[config.mk]
export PLATFORM = sky130hd
export DESIGN_NAME = bin_to_bcd_conv
export DESIGN_NICKNAME = d
export VERILOG_FILES = /design/src/rtl/bcd_pkg.sv /design/src/rtl/bcd_digit_adj.sv /design/src/rtl/bin_to_bcd_conv.sv
export SDC_FILE = /design/constraint.sdc
export NUM_CORES = 1
export LEC_CHECK = 0
export ABC_AREA = 0
export BUFFER_PORTS_ARGS = -buffer_cell sky130_fd_sc_hd__buf_2
export CAP_MARGIN = 40
export CORE_MARGIN = 3
export CORE_UTILIZATION = 63
export CTS_BUF_LIST = sky130_fd_sc_hd__clkbuf_2
export CTS_CLUSTER_SIZE = 30
export DETAILED_ROUTE_END_ITERATION = 10
export PLACE_DENSITY = 0.87
export SETUP_SLACK_MARGIN = 0.3
export SYNTH_ARGS = -nofsm -noshare
export SYNTH_HDL_FRONTEND = slang
export SYNTH_SLANG_ARGS = --single-unit
[constraint.sdc]
create_clock -name CLK -period 3.9 [get_ports CLK]
set_clock_uncertainty 0.2 [all_clocks]
set_input_delay 0.585 -clock CLK [delete_from_list [all_inputs] [get_ports CLK]]
set_output_delay 0.585 -clock CLK [all_outputs]
set_load 0.01 [all_outputs]
[src/rtl/bcd_pkg.sv]
// Shared BCD definitions: digit geometry, add-3 adjust constants and converter state encoding.
// Also imported by the downstream single-digit BCD adder and its bench.
package bcd_pkg;

    localparam int unsigned BCD_DIG_W  = 4;
    localparam logic [3:0]  ADJ_THRESH = 4'd5;
    localparam logic [3:0]  ADJ_ADD    = 4'd3;

    typedef enum logic [1:0] {
        StIdle   = 2'd0,
        StShift  = 2'd1,
        StFinish = 2'd2
    } conv_state_e;

endpackage

[src/rtl/bcd_digit_adj.sv]
// Double-dabble digit correction: adds 3 to a BCD digit of 5 or more so that
// the following left shift carries correctly into the next decimal digit.
module bcd_digit_adj
    import bcd_pkg::*;
(
    input  logic [BCD_DIG_W-1:0] digit_in,
    output logic [BCD_DIG_W-1:0] digit_out
);

    always_comb begin
        digit_out = digit_in;
        if (digit_in >= ADJ_THRESH) begin
            digit_out = digit_in + ADJ_ADD;
        end
    end

endmodule

[src/rtl/bin_to_bcd_conv.sv]
// Sequential binary-to-BCD converter (shift-add-3), one shift per clock, with a
// start/done handshake. BCD_OUT/OVERFLOW update only when a conversion completes.
module bin_to_bcd_conv
    import bcd_pkg::*;
#(
    parameter int unsigned BIN_W  = 8,
    parameter int unsigned DIGITS = 3
) (
    input  logic                          CLK,
    input  logic                          RESET,
    input  logic                          START,
    input  logic [BIN_W-1:0]              BIN_IN,
    output logic                          BUSY,
    output logic                          DONE,
    output logic [BCD_DIG_W*DIGITS-1:0]   BCD_OUT,
    output logic                          OVERFLOW
);

    localparam int unsigned BCD_W = BCD_DIG_W * DIGITS;
    localparam int unsigned CNT_W = (BIN_W < 2) ? 1 : $clog2(BIN_W);
    localparam logic [CNT_W-1:0] LAST_CNT = CNT_W'(BIN_W - 1);

    conv_state_e       state_q;
    logic [BIN_W-1:0]  bin_q;
    logic [BCD_W-1:0]  dig_q;
    logic [CNT_W-1:0]  cnt_q;
    logic              ovf_q;

    logic [BCD_W-1:0]  dig_adj;
    logic [BCD_W-1:0]  dig_next;
    logic              ovf_next;

    for (genvar g = 0; g < DIGITS; g++) begin : gen_adj
        bcd_digit_adj u_adj (
            .digit_in  (dig_q[g*BCD_DIG_W +: BCD_DIG_W]),
            .digit_out (dig_adj[g*BCD_DIG_W +: BCD_DIG_W])
        );
    end

    // Shift the adjusted digits left, pulling in the binary MSB; the bit leaving
    // the top digit means the value no longer fits in DIGITS decimal digits.
    always_comb begin
        dig_next = {dig_adj[BCD_W-2:0], bin_q[BIN_W-1]};
        ovf_next = ovf_q | dig_adj[BCD_W-1];
    end

    always_ff @(posedge CLK) begin
        if (RESET) begin
            state_q  <= StIdle;
            bin_q    <= '0;
            dig_q    <= '0;
            cnt_q    <= '0;
            ovf_q    <= 1'b0;
            BUSY     <= 1'b0;
            DONE     <= 1'b0;
            BCD_OUT  <= '0;
            OVERFLOW <= 1'b0;
        end else begin
            unique case (state_q)
                StIdle: begin
                    if (START) begin
                        bin_q   <= BIN_IN;
                        dig_q   <= '0;
                        cnt_q   <= '0;
                        ovf_q   <= 1'b0;
                        BUSY    <= 1'b1;
                        state_q <= StShift;
                    end
                end
                StShift: begin
                    bin_q <= bin_q << 1;
                    dig_q <= dig_next;
                    ovf_q <= ovf_next;
                    cnt_q <= cnt_q + 1'b1;
                    if (cnt_q == LAST_CNT) begin
                        BCD_OUT  <= dig_next;
                        OVERFLOW <= ovf_next;
                        DONE     <= 1'b1;
                        BUSY     <= 1'b0;
                        state_q  <= StFinish;
                    end
                end
                StFinish: begin
                    DONE    <= 1'b0;
                    state_q <= StIdle;
                end
                default: begin
                    state_q <= StIdle;
                end
            endcase
        end
    end

endmodule

==> metrics <==
post-CTS setup buffer count=0; largest net degree at the start of global routing=24; via density per instance=6.10; Clock H-tree levels=2; global route overflow=0; Synthesized Nets=223; final setup fails=0; clock root cell=clkbuf_2; drt pass-1 iters=4; Die X=60.0 um; most frequent cells in the layout=dfxtp_1, buf_2, a21oi_1; Clk pin slew, worst setup/hold paths=180 ps; FF+latch area=821 um^2; CP startpoint kind=register; GRT Overall Usage=25.9%; dpl hpwl=3030 um; CP max FO=15; Net Switching=0.174 mW; initial drt markers=155; max_slew headroom=55.8%; CP endpoint kind=register; setup total negative slack=0 ps; R2R setup slack=1940 ps; Yosys reg bits=41; post-synthesis average cell area=9.02 um^2; DP Area=1950 um^2; switching part of the total power=26.1%; fmax=511 MHz; mux contribution to synthesized area=1.63%; sequential share of power=65.8%; P_int=0.492 mW; worst vdd rail ir drop=0.000333 V; Initial Util=70.4%; vias in the first global route=1513; Clock Power Share=25.7%; average wire per standard cell=16.1 um; Unique masters post-synth=38; hold buffers post-CTS=0; Detail Route Antenna Nets=0; worst-margin pin slew=662 ps; Post-CTS Resized=0; Synth Area in Adders=5.44%; # DRC=0; area of the die=3600 um^2; Synth Area in Simple Gates=16.7%; Sink Count=41; Hold Crit Class=in -> reg; WL final=4160 um; Maximum Capacitance Violations=0; Tmin final=1960 ps; Power per Cell Area=336 nW/um^2; Layout fillers=206; area of the multi-input gates=923 um^2; port bufs=25; CTS Buf Count=5; number of diodes=0; clk_lat worst skew=390 ps; sequential fraction of the synthesis area=44.6%; maximum clock path buffer count=2; RSZ-0062 raised after global routing=no; critical path type=reg -> reg; # IOs=26; core area=2610 um^2; Final Max Tran Viols=0; layout cell share with drive strength beyond 1=18.0%; first-pass GRT wire length=6930 um; Leak=0.852 nW; crit share post-route=50.2%; commonest non-fill, non-tap cell in the layout=dfxtp_1; main combinational cell family by area after synthesis=compound AO/OA/AOI/OAI gates; CTS tree=done; # rows=18; Area Growth Syn to Fin=7.96%; Synth Cell Area=1840 um^2; synth warn=0; xor and xnor area share after synthesis=1.43%; status=finished, final reports clean; initial antenna violation count=0; Worst EP arrival=2070 ps; Final nets=247; post-synthesis compound-gate area fraction=25.0%; Die Ht=60.0 um; final hold violations=0; Worst Path Required=4010 ps; Hold WS=235 ps; Placer Congestion=0.889; routed vias=1573; combinational share of power=8.5%; Synth Instances=204; final design area excluding fillers=1990 um^2
stage by stage:
step / worst slack (ps) / utilization [%] / std cells / total power [mW]
floorplan: 2370 / - / 204 / 0.488
global placement: 1850 / 74.7 / 251 / 0.499
detailed placement: 1790 / 74.7 / 251 / 0.503
CTS: 1990 / 76.0 / 258 / 0.667
global route: 1790 / 76.0 / 258 / 0.693
finish: 1940 / 76.0 / 258 / 0.666
cell usage after synthesis:
master | instances | area share [%]
dfxtp_1 | 41 | 45
a21oi_1 | 23 | 6.3
nor2_1 | 18 | 3.7
nand2_1 | 15 | 3.1
inv_1 | 11 | 2.2
o21ai_1 | 9 | 2.4
ha_1 | 8 | 5.4
nor3b_1 | 7 | 2.9
o21ai_0 | 7 | 1.9
a21o_1 | 6 | 2.4
nand2b_1 | 6 | 2.0
nand3_1 | 6 | 1.6
a311oi_2 | 4 | 3.3
a22o_1 | 3 | 1.4
a22oi_1 | 3 | 1.2
and3_1 | 3 | 1.0
buf_4 | 3 | 1.2
mux2i_1 | 3 | 1.6
nor3_1 | 3 | 0.82
o32ai_1 | 3 | 1.4
xnor2_1 | 3 | 1.4
clkbuf_1 | 2 | 0.41
o2bb2ai_1 | 2 | 0.95
a211oi_1 | 1 | 0.41
a2bb2oi_1 | 1 | 0.48
a311oi_1 | 1 | 0.48
and2_4 | 1 | 0.48
buf_1 | 1 | 0.20
buf_2 | 1 | 0.27
buf_6 | 1 | 0.61
inv_2 | 1 | 0.20
nor2_2 | 1 | 0.34
nor2b_4 | 1 | 0.75
o211ai_1 | 1 | 0.41
o21ai_2 | 1 | 0.48
o221a_2 | 1 | 0.61
o221ai_1 | 1 | 0.48
o22ai_1 | 1 | 0.34
state kept, by name, indices dropped and copies added (netlist names):
signal	flops
BCD_OUT	12
cnt_q	3
bin_q	8
ovf_q	1
BUSY	1
state_q	2
OVERFLOW	1
dig_q	12
DONE	1
critical path, cell delays in order, from the launching register on:
cell and delay, ps:
dfxtp_1 560, nor2_1 100, nor2_2 520, nor2_1 240, a22o_1 240
power groups by stage:
stage	Combinational [mW]	Sequential (mW)	Clock [mW]
after detailed placement	0.0565	0.447	0
after CTS	0.0567	0.438	0.172
final	0.0568	0.438	0.171
after floorplan	0.0444	0.443	0
after global placement	0.0532	0.446	0
after global routing	0.0634	0.440	0.190
worst paths after layout:
| check | startpoint | endpoint | depth (start not counted) |
|---|---|---|---|
| setup / recovery | state_q[0] | dig_q[2] | 4 |
| setup reg to reg | state_q[0] | dig_q[2] | 4 |
| hold reg to reg | BCD_OUT[9] | BCD_OUT[9] | 2 |
| hold / removal | BIN_IN[1] | bin_q[1] | 3 |
cell type report:
class	count	share of cell area [%]
Multi-Input combinational cell	143	46.5
Sequential cell	41	41.3
Timing Repair Buffer	25	6.30
Inverter	12	2.27
Tap cell	30	1.89
Clock buffer	6	1.51
Clock inverter	1	0.189
cells by family after synthesis:
logic type      after synthesis
compound gates               68
xor+xnor                      3
fa+ha+maj                     8
buf+inv                      20
flops                        41
mux                           3
simple gates                 61
per-layer routing:
layer  GRT usage, %  share of wire (%)  vias to the layer above  wire length, um
met5              0                  0                        -                0
met4           10.4               0.82                        0               34
met3           6.91                6.4                        4              265
met2           41.7                 49                       54             2050
met1           32.8                 44                      736             1810
li1               -                  -                      779                -
Note: power is estimated with default switching activity, not from simulation.
